### src/rtl/phys_free_list_pkg.sv
// Shared rename-stage types and sizing for the physical register free list.
//   NUM_PHYS / NUM_ARCH : physical and architectural register counts
//   PHYS_W              : physical tag width
//   DEPTH               : free-list capacity (tags not bound to an arch reg at reset)
//   PTR_W               : free-list pointer width, MSB is the wrap bit
package phys_free_list_pkg;

  localparam int unsigned NUM_PHYS = 64;
  localparam int unsigned NUM_ARCH = 32;
  localparam int unsigned PHYS_W   = $clog2(NUM_PHYS);
  localparam int unsigned DEPTH    = NUM_PHYS - NUM_ARCH;
  localparam int unsigned PTR_W    = $clog2(DEPTH) + 1;

  typedef logic [PHYS_W-1:0] phys_reg_t;
  typedef logic [PTR_W-1:0]  fl_ptr_t;

endpackage

### src/rtl/phys_free_list.sv
// Circular FIFO of free physical register tags for the rename stage.
// Allocation reads speculatively at head; commit returns dest_phys_old at
// tail and advances the committed head c_head. A flush snaps head back to
// c_head, returning every speculatively allocated tag in one cycle.
// Ports:
//   clk, rst_n       clock, asynchronous active-low reset
//   alloc_req        rename wants a tag this cycle
//   alloc_valid      a free tag is available (forced low during flush)
//   alloc_phys       tag at head, consumed when alloc_req && alloc_valid
//   commit_valid     a tag-allocating instruction retires
//   commit_phys_old  its previous mapping, returned to the list
//   flush            discard speculative allocations
//   free_count       tail - head, 0..DEPTH
//   err_overflow     sticky: illegal return (list full or tag 0)
module phys_free_list
  import phys_free_list_pkg::*;
(
  input  logic              clk,
  input  logic              rst_n,
  input  logic              alloc_req,
  output logic              alloc_valid,
  output logic [PHYS_W-1:0] alloc_phys,
  input  logic              commit_valid,
  input  logic [PHYS_W-1:0] commit_phys_old,
  input  logic              flush,
  output logic [PTR_W-1:0]  free_count,
  output logic              err_overflow
);

  localparam fl_ptr_t PTR_FULL = {1'b1, {(PTR_W-1){1'b0}}};
  localparam fl_ptr_t DEPTH_P  = fl_ptr_t'(DEPTH);

  phys_reg_t mem_q [DEPTH];
  fl_ptr_t   head_q;
  fl_ptr_t   tail_q;
  fl_ptr_t   c_head_q;
  logic      err_q;

  logic      alloc_fire;
  logic      commit_ok;
  logic      commit_bad;
  fl_ptr_t   c_head_next;
  fl_ptr_t   head_next;
  fl_ptr_t   tail_next;

  // Outputs come from registered state only; a same-cycle commit into an
  // empty list does not make a tag visible until the next cycle.
  always_comb begin
    free_count   = tail_q - head_q;
    alloc_valid  = (head_q != tail_q) && !flush;
    alloc_phys   = mem_q[head_q[PTR_W-2:0]];
    err_overflow = err_q;
  end

  always_comb begin
    alloc_fire  = alloc_req && alloc_valid;
    commit_bad  = commit_valid &&
                  ((free_count == DEPTH_P) || (commit_phys_old == '0));
    commit_ok   = commit_valid && !commit_bad;
    c_head_next = c_head_q + fl_ptr_t'(commit_ok);
    tail_next   = tail_q + fl_ptr_t'(commit_ok);
    // Flush restores head to the committed point including this cycle's
    // retirement; alloc_valid is already low, so no alloc can fire.
    if (flush) begin
      head_next = c_head_next;
    end else begin
      head_next = head_q + fl_ptr_t'(alloc_fire);
    end
  end

  always_ff @(posedge clk or negedge rst_n) begin
    if (!rst_n) begin
      for (int unsigned i = 0; i < DEPTH; i++) begin
        mem_q[i] <= phys_reg_t'(NUM_ARCH + i);
      end
      head_q   <= '0;
      c_head_q <= '0;
      tail_q   <= PTR_FULL;
      err_q    <= 1'b0;
    end else begin
      if (commit_ok) begin
        mem_q[tail_q[PTR_W-2:0]] <= commit_phys_old;
      end
      head_q   <= head_next;
      c_head_q <= c_head_next;
      tail_q   <= tail_next;
      if (commit_bad) begin
        err_q <= 1'b1;
      end
    end
  end

endmodule

### config.mk
export PLATFORM = sky130hd
export DESIGN_NAME = phys_free_list
export DESIGN_NICKNAME = d
export VERILOG_FILES = /design/src/rtl/phys_free_list_pkg.sv /design/src/rtl/phys_free_list.sv
export SDC_FILE = /design/constraint.sdc
export NUM_CORES = 1
export LEC_CHECK = 0
export BUFFER_PORTS_ARGS = -buffer_cell sky130_fd_sc_hd__buf_2
export CAP_MARGIN = 20
export CORE_MARGIN = 3
export CORE_UTILIZATION = 35
export DETAILED_ROUTE_END_ITERATION = 10
export PLACE_DENSITY_LB_ADDON = 0.12
export SLEW_MARGIN = 40
export SYNTH_ARGS = -nofsm -noshare
export SYNTH_HDL_FRONTEND = slang
export SYNTH_SLANG_ARGS = --single-unit
### constraint.sdc
create_clock -name clk -period 3.61 [get_ports clk]
set_input_delay 0.361 -clock clk [delete_from_list [all_inputs] [get_ports clk]]
set_output_delay 0.361 -clock clk [all_outputs]
set_load 0.005 [all_outputs]
# Yosys cells after proc, flatten, opt, wreduce, memory -nomap -nowiden
# Cells that the tools add are included.
[classes] bitwise_logic=2 n_reduce_logical=9 n_lt_le_gt_ge=3 n_eq_ne=2 mux=7 addsub=4
[ops] operator="192-bit bitwise mux" n=1
[ops] operator="6-bit binary-select mux with 5-bit select" n=1
[ops] operator="6-bit demux with 5-bit select" n=1
[ops] operator="6-bit 2-to-1 mux" n=4
[ops] operator="6-bit by 1-bit adder with 6-bit output" n=3
[ops] operator="6-bit greater-or-equal comparator (second input constant)" n=2
[ops] operator="5-bit NOT with 6-bit output" n=2
[ops] operator="6-bit equality test (second input constant)" n=1
[ops] operator="6-bit logical NOT" n=1
[ops] operator="6-bit by 1-bit less-than comparator with 1-bit output (second input constant)" n=1
[ops] operator="6-bit != test" n=1
[ops] operator="6-bit subtractor" n=1
[ops] operator="1-bit logical AND" n=5
[ops] operator="1-bit logical NOT" n=2
[ops] operator="1-bit logical OR" n=1
[word_totals] inputBits=11 elab_cells=63 reg_bits=211 out_inout_bits=14

# Depth between registers and ports, before layout
# Gate-level depths: netlist of run 1.
[depth] word_depth=8 ltp_mapped=16 depth_no_buf=15

# Least setup slack after synthesis of run 1
# OpenSTA, ideal clock, no wires.
[synth_path] path_type="reg2reg" from="register head_q[2]" to="register head_q[1]" t_arrival_ns=3.193 setup_time_ns=0.125 synth_period_minus_slack_ns=3.318 stages_incl_launch_ff=14 n_path_buf=2 setup_slack_ns=0.292 required_time_ns=3.485 path_cell_list="dfrtp_1 clkbuf_1 inv_1 clkbuf_1 ha_1 o21a_1 o31a_1 nor4_1 a311oi_2 or4_1 and3_1 ha_1 xor2_1 mux2_2"
[synth_between] elab_chain_len=8 word_cells_on_any_way=12 classes_between="add/sub (3); eq/ne (2); mux (1); reduce/logical (6)"
[synth_rtl] element="start, declared" line_no="phys_free_list.sv:34" source="fl_ptr_t head_q;"
[synth_rtl] element="start signal, assigned" line_no="phys_free_list.sv:84" source="head_q <= head_next;"
[synth_rtl] element="6-bit subtractor" line_no="phys_free_list.sv:49" source="free_count = tail_q - head_q;"
[synth_rtl] element="6-bit equality test" line_no="phys_free_list.sv:58" source="((free_count == DEPTH_P) || (commit_phys_old == '0));"
[synth_rtl] element="1-bit logical OR" line_no="phys_free_list.sv:58"
[synth_rtl] element="1-bit logical AND" line_no="phys_free_list.sv:57" source="commit_bad = commit_valid &&"
[synth_rtl] element="1-bit logical NOT" line_no="phys_free_list.sv:59" source="commit_ok = commit_valid && !commit_bad;"
[synth_rtl] element="1-bit logical AND" line_no="phys_free_list.sv:59"
[synth_rtl] element="6-bit by 1-bit adder with 6-bit output" line_no="phys_free_list.sv:60" source="c_head_next = c_head_q + fl_ptr_t'(commit_ok);"
[synth_rtl] element="named net c_head_next[1]" line_no="phys_free_list.sv:42" source="fl_ptr_t c_head_next;"
[synth_rtl] element="6-bit 2-to-1 mux" line_no="phys_free_list.sv:64" source="if (flush) begin"
[synth_rtl] element="named net head_next[1]" line_no="phys_free_list.sv:43" source="fl_ptr_t head_next;"
# The timed path passes the listed nets, and every way through them passes these cells.
# A chain may end at the register's enable or synchronous reset.

# Worst setup path after layout of run 1
[layout_path] from="register head_q[1]" to="register mem_q[74] (netlist bit)"
[layout_between] elab_chain_len=6
[layout_rtl] element="6-bit subtractor" line_no="phys_free_list.sv:49"
[layout_rtl] element="6-bit equality test" line_no="phys_free_list.sv:58"
[layout_rtl] element="1-bit logical OR" line_no="phys_free_list.sv:58"
[layout_rtl] element="1-bit logical AND" line_no="phys_free_list.sv:57"
[layout_rtl] element="1-bit logical NOT" line_no="phys_free_list.sv:59"
[layout_rtl] element="1-bit logical AND" line_no="phys_free_list.sv:59"
[layout_rtl] element="end signal, assigned by index" line_no="phys_free_list.sv:74" source="mem_q[i] <= phys_reg_t'(NUM_ARCH + i);"
[layout_rtl] element="end signal, assigned by index" line_no="phys_free_list.sv:82" source="mem_q[tail_q[PTR_W-2:0]] <= commit_phys_old;"
[layout_rtl] element="end, declared" line_no="phys_free_list.sv:33" source="phys_reg_t mem_q [DEPTH];"
# Every way passes these cells.

==> results of run 1 <==
## final cells by class
| class | count | area, µm² |
|---|---|---|
| fillers | 2717 | 17200 |
| flip-flops and latches | 211 | 5425 |
| multi-input cells | 461 | 4786 |
| clock buffers | 41 | 798.3 |
| well taps | 384 | 480.5 |
| repair buffers | 55 | 410.4 |
| clock inverters | 7 | 37.54 |
| inverters | 9 | 33.78 |
## stage by stage
step | instances | worst slack (ps) | utilization (%) | instance area [µm²] | total power [W]
2_1_floorplan | 742 | 292.3 | - | 10500 | 0.007192
3_3_place_gp | 1118 | 305.2 | 38.04 | 11100 | 0.008612
3_5_place_dp | 1118 | 232.7 | 38.04 | 11100 | 0.008722
4_1_cts | 1167 | 154.4 | 40.94 | 11940 | 0.01129
5_1_grt | 1168 | 4.674 | 41.04 | 11970 | 0.01185
6_report | 1168 | 229.5 | 41.04 | 11970 | 0.01114
## power breakdown
part	total, W	internal [W]	switching [W]
clock network	0.00250	0.00151	0.000993
logic	0.00436	0.00208	0.00227
registers	0.00428	0.00373	0.000551
## placed cells by master, fill, tap and decap left out, types with 3 or more instances in the layout
cell and instances:
nor2_1 13, or4_1 13, buf_2 23, nand2_1 25
buf_4 27, and2_1 4, nor3_1 3, a211oi_1 5
ha_1 11, clkinv_2 6, nor4b_4 4, o22ai_1 5
and3_1 4, o21ai_0 8, mux4_2 30, and2_0 3
mux2_4 6, o221ai_1 19, o31ai_1 6, dfrtp_1 97
clkbuf_16 27, nand4_1 6, a21oi_1 12, xor2_1 4
mux2_2 113, xnor2_1 11, nand3_1 16, inv_1 8
clkbuf_8 7, mux2_1 75, clkbuf_1 7, mux2i_1 36
nor4_4 8, dfstp_2 113
## worst register-to-register path, stage by stage, from the launching register on
cell	delay, ps
dfrtp_1	410
inv_1	90
ha_1	320
nor2b_1	160
o31a_1	280
nor4_1	250
a311oi_2	110
nor4_2	500
buf_4	410
or4_1	360
mux2_1	360
## per-layer routing
layer  vias to the layer above  global-route usage, %  wire (µm)
met1                      3349                  25.40      12890
met3                        38                  2.245       1226
met4                         0                  5.316        771
li1                       2811                      -          -
met5                         -                      0          0
met2                       133                  26.55      12160
## logic make-up (layout without fill, tap and decap cells)
logic type	after synthesis	in the layout	synth area share [%]
buffers and inverters	70	112	2.848
muxes	260	260	30.89
DFF	211	211	51.64
and+or+nand+nor	113	113	7.627
xor gates and xnor gates	16	16	1.406
AOI/OAI and AO/OA	60	60	4.088
adders and majority gates	12	12	1.502
## how the worst max path moves through the flow
stage | to | depth (start not counted)
floorplan | head_q[1] | 13
detailed placement | mem_q[75] | 10
global placement | mem_q[130] | 10
finish | mem_q[74] | 10
CTS | alloc_phys[3] | 9
global route | mem_q[74] | 10
## flip-flops by register name (all words and copies together) (netlist names)
| register | cells |
|---|---|
| mem_q | 192 |
| c_head_q | 6 |
| head_q | 6 |
| tail_q | 6 |
| err_overflow | 1 |
==> results.yml, run 1 <==
logic_synthesis:
  synth_warnings: 0
  synth.area.top_cells: "dfstp_2 (28%), dfrtp_1 (23%), mux2_2 (12%)"
  synthArstFlopShare_pct: 100.0
  synth_flop_cell: "dfstp_2"
  synth_edf_count: 0
  synth_seq_cells: 211
  postSynthCellCount: 742
  synth_top_area_share_pct: 28.28
  synth_area_per_cell_um2: 14.15
  syn_area_um2: 10500
  syn_nets: 765
  yosysUniqueCellTypes: 47
  yosys-top-cells-count: "dfstp_2 (113), mux2_2 (113), dfrtp_1 (98)"
  yosysSeqAreaShare_pct: 51.64
  yosys.area.top_type: "dfstp_2"
sta:
  finalCriticalPeriod_ps: 3380
  rsz0062_at_grt: "no"
  tns_ps: 0
  setup_viol: 0
  post-route-period-util_pct: 93.64
  max_slew_margin_pct: 53.54
  hold_violations: 0
  whs_ps: 180.4
  finClkSkew_ps: 11.14
  report.final.slew_viol_count: 0
  worstMarginPinSlew_ps: 694.0
  timing.fmax_ghz: 0.2958
detailed_routing:
  wl_per_cell_um: 23.16
  routed_via_density: 5.420
  first_pass_iters: 5
  final_antenna_net_count: 0
  num_vias: 6331
  wl_mm: 27.05
  drcViolationCount: 0
  drtIter0Drc: 359
critical_path:
  startpoint: "head_q[1]"
  timing.rr.end: "mem_q[74]"
  cp.arrival_ps: 3780
  cp.required_ps: 4010
  slowest_delay_ps: 500
  crit_fanout: 14
  start_kind: "flip-flop"
  cp_slowest_cell: "nor4_2"
  crit_path_end_kind: "flip-flop"
  path_class: "reg -> reg"
  r2r_setup_slack_ps: 230
  r2r_cells: 10
  r2r_start: "head_q[1]"
  cp_top_family: "simple AND/OR/NAND/NOR gates"
  cp_cell_sequence: "inv_1 -> ha_1 -> nor2b_1 -> o31a_1 -> nor4_1 -> a311oi_2 -> nor4_2 -> buf_4 -> or4_1 -> mux2_1"
  path_buf_inv: 2
clock_tree:
  clkSlewWorstSetupHoldPaths_ps: 60
  cts-buffers-inserted: 26
  clock_latency_ps: 530
  root_buffer: "clkbuf_16"
  cts-hold-fix-buffers: 1
  cts_resized: 0
  cts_max_level: 1
  clock_sinks: 211
  cts_max_path_buffers: 3
  post_cts_buffers: 0
  cts_tree: "built"
power:
  vdd_ir_drop_max_uv: 518.9
  p_leak_nw: 4.965
  p_per_area_nw_per_um2: 930.6
place:
  hpwl_mm: 17.93
  port_buffers: 24
  gp_congestion: 0.7890
global_route:
  grt_pass1_wl_mm: 41.98
  grt_pass1_vias: 6791
  grt_max_degree: 101
  track_usage_pct: 17.26
  grt-ovfl-total: 0
  antenna_found_initial: 0
final_layout:
  nNetsFinal: 787
  diodes: 0
  area_growth_syn_to_layout_pct: 14.03
  drive_above_1_share_pct: 48.09
outcome:
  status: "finished, final reports clean"
floorplan:
  ios: 25
  initial_core_util_pct: 35.99
  die_area_um2: 32110
  std_cell_rows: 62
  coreArea_um2: 29170
  die_w_um: 179.2
  die_h_um: 179.2
min_path:
  min_to: "head_q[4]"
  min_path_cells: 3
  hold_path.startpoint: "flush"
  hp-class: "in -> reg"
run:
  drv_cap: 0
(Power assumes the default switching activity.)
==> run 2: changes to the inputs <==
--- a/config.mk
+++ b/config.mk
@@ -10,6 +10,7 @@
 export CORE_MARGIN = 3
 export CORE_UTILIZATION = 35
 export DETAILED_ROUTE_END_ITERATION = 10
+export GPL_TIMING_DRIVEN = 0
 export PLACE_DENSITY_LB_ADDON = 0.12
 export SLEW_MARGIN = 40
 export SYNTH_ARGS = -nofsm -noshare
==> constraint.sdc (replaced) <==
create_clock -name clk -period 2.77 [get_ports clk]
set_input_delay 0.277 -clock clk [delete_from_list [all_inputs] [get_ports clk]]
set_output_delay 0.277 -clock clk [all_outputs]
set_load 0.005 [all_outputs]
==> run 2 against run 1 <==
  * Hold slack lost 150 ps
  * Register-to-register slack lost 560 ps
  * Critical path depth grew 2
  * Clock skew grew 0.64 ps
  * Highest routed layer unchanged
  * The flow now finishes with violations (setup timing)
  * Global-route usage grew 2.1 points
  * Count of clock-buffer cells in the layout shrank 4
  * Final area grew 14%
==> results.yml, run 2 (synthesis gave the netlist of run 1 again) <==
sta:
  timing.fmax_ghz: 0.3222
  finClkSkew_ps: 11.78
  post-route-period-util_pct: 112.0
  worstMarginPinSlew_ps: 685.1
  setup_viol: 215
  hold_violations: 0
  setup_ws_ps: -333.2
  whs_ps: 26.05
  report.final.slew_viol_count: 0
  max_slew_margin_pct: 54.33
  rsz0062_at_grt: "yes"
  finalCriticalPeriod_ps: 3103
power:
  p_clk_share_pct: 19.9
  vdd_ir_drop_max_uv: 598.0
  power_w: 0.01696
  seq_power_share_pct: 33.4
  p_sw_share_pct: 34.25
  p_int_w: 0.01115
  switchingPower_w: 0.005807
  pwr-share-comb_pct: 46.7
  p_leak_nw: 5.669
  p_per_area_nw_per_um2: 1244
critical_path:
  path_class: "reg -> reg"
  cp_top_family: "simple AND/OR/NAND/NOR gates"
  cp.arrival_ps: 3490
  crit_path_end_kind: "flip-flop"
  cp.required_ps: 3160
  path_buf_inv: 5
  slowest_delay_ps: 540
  timing.rr.end: "mem_q[148]"
  r2r_start: "head_q[1]"
  crit_fanout: 6
  r2r_cells: 12
  start_kind: "flip-flop"
  r2r_setup_slack_ps: -330
  cp_cell_sequence: "clkbuf_8 -> inv_4 -> ha_4 -> nor2b_4 -> o31a_1 -> buf_4 -> a311oi_4 -> nor4_4 -> clkbuf_8 -> or4_4 -> buf_6 -> mux2_1"
  crit_top_cell: "clkbuf_8"
  cp_slowest_cell: "or4_4"
global_route:
  grt_pass1_vias: 7337
  track_usage_pct: 19.38
  grt_pass1_wl_mm: 46.50
  antenna_found_initial: 0
  grt-ovfl-total: 0
  grt_max_degree: 73
floorplan:
  ios: 25
  die_area_um2: 32110
  std_cell_rows: 62
  die_w_um: 179.2
  die_h_um: 179.2
  coreArea_um2: 29170
  initial_core_util_pct: 35.99
place:
  placed_cells: 1153
  gp_congestion: 0.7793
  hpwl_mm: 20.60
  port_buffers: 24
detailed_routing:
  final_antenna_net_count: 0
  wl_per_cell_um: 24.30
  num_vias: 6680
  drcViolationCount: 0
  first_pass_iters: 4
  routed_via_density: 5.357
  drtIter0Drc: 303
  wl_mm: 30.31
min_path:
  min_path_cells: 2
  min_to: "head_q[0]"
  hold_path.startpoint: "flush"
  hp-class: "in -> reg"
clock_tree:
  clkSlewWorstSetupHoldPaths_ps: 60
  cts_max_path_buffers: 3
  clock_sinks: 211
  clock_latency_ps: 520
  cts_tree: "built"
  root_buffer: "clkbuf_16"
  cts-buffers-inserted: 25
  cts_max_level: 1
final_layout:
  drive_above_1_share_pct: 60.21
  largest-register: "mem_q"
  mostFrequentLayoutCell: "dfstp_2"
  fillers: 2594
  largest_reg_flops: 192
  nNetsFinal: 867
  area_growth_syn_to_layout_pct: 29.79
  final_cell_mix: "dfstp_2 (113), dfrtp_1 (96), mux2_2 (87)"
  final_cell_count_no_fill: 1247
outcome:
  status: "finished with violations"
  violations: "setup timing"
run:
  drv_cap: 0
==> run 2: cell count changes in the layout (fill, tap and decap cells not counted), sizes merged <==
cell      previous run  this run
buf                 54        97
clkbuf              41        74
bufinv               0         3
bufbuf               0         1
clkinv               6         5
clkinvlp             1         0
diode                0         1
==> run 2: cell type report <==
type | instances | area [µm²] | share of cell area (%)
antenna | 1 | 2.502 | 0.01836
buffer | 58 | 559.3 | 4.104
clock buffer | 37 | 732.0 | 5.371
clock inverter | 8 | 115.1 | 0.8447
inverter | 9 | 48.80 | 0.3581
multi-input combinational | 461 | 5410 | 39.70
sequential | 211 | 5424 | 39.80
tap | 384 | 480.5 | 3.526
timing repair buffer | 78 | 854.6 | 6.271
==> run 2: power by group through the flow <==
stage	Sequential [W]	Clock (W)	Combinational, W
after global routing	0.00584	0.00360	0.00845
after detailed placement	0.00565	0	0.00611
final	0.00566	0.00337	0.00793
after CTS	0.00564	0.00346	0.00760
after global placement	0.00556	0	0.00596
after floorplan	0.00539	0	0.00433
==> run 2: what timing repair did <==
action                                  in CTS  in global routing
resized for setup                          155                 43
setup buffers                               25                 22
hold buffers                                 1                  0
cloned                                       6                  1
endpoints found under the setup margin     218                218
hold endpoints to repair                    63                  0
pin swaps                                   36                 12
==> run 2: worst max path at each step <==
stage | start | end | slack, ps | cells past startpoint
6_report | head_q[1] | mem_q[148] | -330 | 12
5_1_grt | head_q[1] | head_q[4] | -440 | 15
4_1_cts | head_q[1] | head_q[1] | -380 | 13
3_5_place_dp | head_q[3] | mem_q[93] | -900 | 12
3_3_place_gp | rst_n | mem_q[61] | -1950 | 1
2_1_floorplan | head_q[1] | mem_q[162] | -160 | 11
==> run 2: through the flow <==
step | util [%] | instance area (µm²) | setup WS, ps | setup TNS [ps]
2_1_floorplan | - | 10730 | -164.6 | -11530
3_3_place_gp | 38.85 | 11330 | -1954 | -399880
3_5_place_dp | 39.19 | 11430 | -898.9 | -147330
4_1_cts | 45.63 | 13310 | -382.7 | -53610
5_1_grt | 46.71 | 13620 | -435.8 | -72700
6_report | 46.72 | 13630 | -333.2 | -48180
==> run 2: layer usage <==
layer	GRT usage, %	wire (µm)	up-vias
li1	-	-	2962
met1	26.95	14180	3587
met2	32.03	14590	90
met3	2.774	801	41
met4	4.800	737	0
met5	0	0	-
==> run 3: changes to the inputs <==
--- a/config.mk
+++ b/config.mk
@@ -7,7 +7,6 @@
 export LEC_CHECK = 0
 export BUFFER_PORTS_ARGS = -buffer_cell sky130_fd_sc_hd__buf_2
 export CAP_MARGIN = 20
-export CORE_MARGIN = 3
 export CORE_UTILIZATION = 35
 export DETAILED_ROUTE_END_ITERATION = 10
 export GPL_TIMING_DRIVEN = 0
==> run 3 against run 2 <==
  * The flow still finishes with violations (setup timing)
  * Fmax is 0.25% lower
  * Final area up 2.4%
  * Cell count increased by 0.80%
  * First-iteration DRC count rose by 21%
  * Routed wire length up 2.9%
  * Sequential share of layout area shrank 0.92 points
  * Sequential power grew 0.9%
  * Setup slack worse by 7.8 ps
  * Non-clock buffer count rose by 4
  * Global-route usage rose by 1.5 points
  * Via count up 2.1%
  * Critical endpoint is now mem_q[109]
  * Largest cell class is now multi-input combinational cells
  * Highest routed layer unchanged
==> results.yml, run 3 (synthesis gave the netlist of run 1 again) <==
clock_tree:
  clkSlewWorstSetupHoldPaths_ps: 60
  clock_sinks: 211
  cts_max_path_buffers: 3
  cts_tree: "built"
  root_buffer: "clkbuf_16"
  cts_max_level: 1
  cts-buffers-inserted: 25
  clock_latency_ps: 540
final_layout:
  multiInputGateArea_um2: 5797
  area_growth_syn_to_layout_pct: 32.92
  regArea_um2: 5426
  stdcell_area_um2: 13950
  fillers: 2588
  largest-register: "mem_q"
  largest_reg_flops: 192
  drive_above_1_share_pct: 67.47
  nNetsFinal: 871
  final_cell_count_no_fill: 1257
  mostFrequentLayoutCell: "mux2_4"
  final_cell_mix: "mux2_4 (148), dfstp_2 (113), dfrtp_1 (94)"
  diodes: 0
critical_path:
  r2r_start: "head_q[1]"
  timing.rr.end: "mem_q[109]"
  cp_slowest_cell: "dfrtp_1"
  crit_path_end_kind: "flip-flop"
  cp_cell_sequence: "clkbuf_8 -> inv_8 -> ha_4 -> nor2b_4 -> o31a_1 -> buf_4 -> a311oi_4 -> nor4_4 -> buf_6 -> buf_12 -> nor4_4 -> buf_12 -> mux2_4"
  slowest_delay_ps: 410
  cp.required_ps: 3170
  path_class: "reg -> reg"
  r2r_setup_slack_ps: -340
  cp.arrival_ps: 3510
  r2r_cells: 13
  start_kind: "flip-flop"
  crit_fanout: 6
min_path:
  hp-class: "in -> reg"
  min_to: "head_q[0]"
  min_path_cells: 2
  hold_path.startpoint: "flush"
detailed_routing:
  final_antenna_net_count: 0
  wl_mm: 31.18
  drtIter0Drc: 368
  drcViolationCount: 0
  first_pass_iters: 4
  routed_via_density: 5.424
  wl_per_cell_um: 24.81
  num_vias: 6818
sta:
  max_slew_margin_pct: 44.80
  timing.fmax_ghz: 0.3214
  worstMarginPinSlew_ps: 828.0
  report.final.slew_viol_count: 0
  setup_ws_ps: -341.0
  hold_violations: 0
  rsz0062_at_grt: "yes"
  whs_ps: 26.01
  post-route-period-util_pct: 112.3
  setup_viol: 215
  tns_ps: -47940
  finClkSkew_ps: 27.72
  finalCriticalPeriod_ps: 3111
global_route:
  grt_max_degree: 82
  track_usage_pct: 20.83
  antenna_found_initial: 0
  grt_pass1_wl_mm: 48.10
  grt_pass1_vias: 7517
  grt-ovfl-total: 0
power:
  p_leak_nw: 5.973
  p_per_area_nw_per_um2: 1231
  vdd_ir_drop_max_uv: 570.7
floorplan:
  coreArea_um2: 29560
  ios: 25
  die_h_um: 175.2
  initial_core_util_pct: 35.52
  std_cell_rows: 63
  die_area_um2: 30690
  die_w_um: 175.2
run:
  drv_cap: 0
place:
  gp_congestion: 0.7996
  placed_cells: 1158
  place_area_um2: 11410
  dp_slack_ps: -890.0
  hpwl_mm: 20.64
  port_buffers: 24
outcome:
  status: "finished with violations"
  violations: "setup timing"
run 3: cell types whose count changed in the layout (fill, tap and decap cells not counted), sizes merged:
cell / change
bufinv: -2
bufbuf: -1
inv: +2
clkinv: +4
clkbuf: -5
clkinvlp: +1
buf: +6
diode: -1
run 3: worst max-delay path by stage:
stage,startpoint,to,slack [ps],cells past startpoint
3_3_place_gp,rst_n,mem_q[43],-1940,1
4_1_cts,head_q[2],mem_q[133],-360,13
2_1_floorplan,head_q[1],mem_q[162],-160,11
3_5_place_dp,head_q[3],mem_q[118],-890,12
5_1_grt,head_q[1],head_q[4],-420,14
6_report,head_q[1],mem_q[109],-340,13
run 3: critical path, delay by kind of cell (launching register included):
kind / cells / cell delay (ps)
buf+inv: 6 / 870
flops: 1 / 410
mux: 1 / 300
simple gates: 3 / 560
compound gates: 2 / 640
fa+ha+maj: 1 / 190
run 3: metal layers:
metal | GRT usage, % | part of all wire (%) | routed length [µm]
met1 | 28.96 | 46 | 14260
met2 | 33.58 | 47 | 14710
met3 | 3.351 | 4.4 | 1386
met4 | 5.761 | 2.6 | 826
met5 | 0 | 0 | 0
run 3: timing repair:
action | CTS | global route
buffers inserted | 42 | 23
hold buffers | 1 | 0
endpoints found under the setup margin | 218 | 217
pin swaps | 46 | 14
hold endpoints to repair | 30 | 0
cloned | 3 | 1
resized for setup | 278 | 53
run 3: stage by stage:
step	utilization, %	total power, W
final	47.21	0.01718
after global routing	47.21	0.01810
after CTS	46.59	0.01669
after detailed placement	38.59	0.01169
after global placement	38.36	0.01144
after floorplan	-	0.009714
run 3: area by class of cell:
type                       count  area share, %
multi-input combinational    461          41.54
clock buffer                  33          4.842
tap                          390          3.497
timing repair buffer          92          6.886
clock inverter                13         0.7083
buffer                        48          3.255
sequential                   211          38.89
inverter                       9         0.3855
run 3: power breakdown:
| group | internal (W) | leakage [nW] | switching (W) |
|---|---|---|---|
| Clock | 0.00181 | 0.386 | 0.00131 |
| Sequential | 0.00487 | 2.42 | 0.000837 |
| Combinational | 0.00458 | 3.17 | 0.00377 |
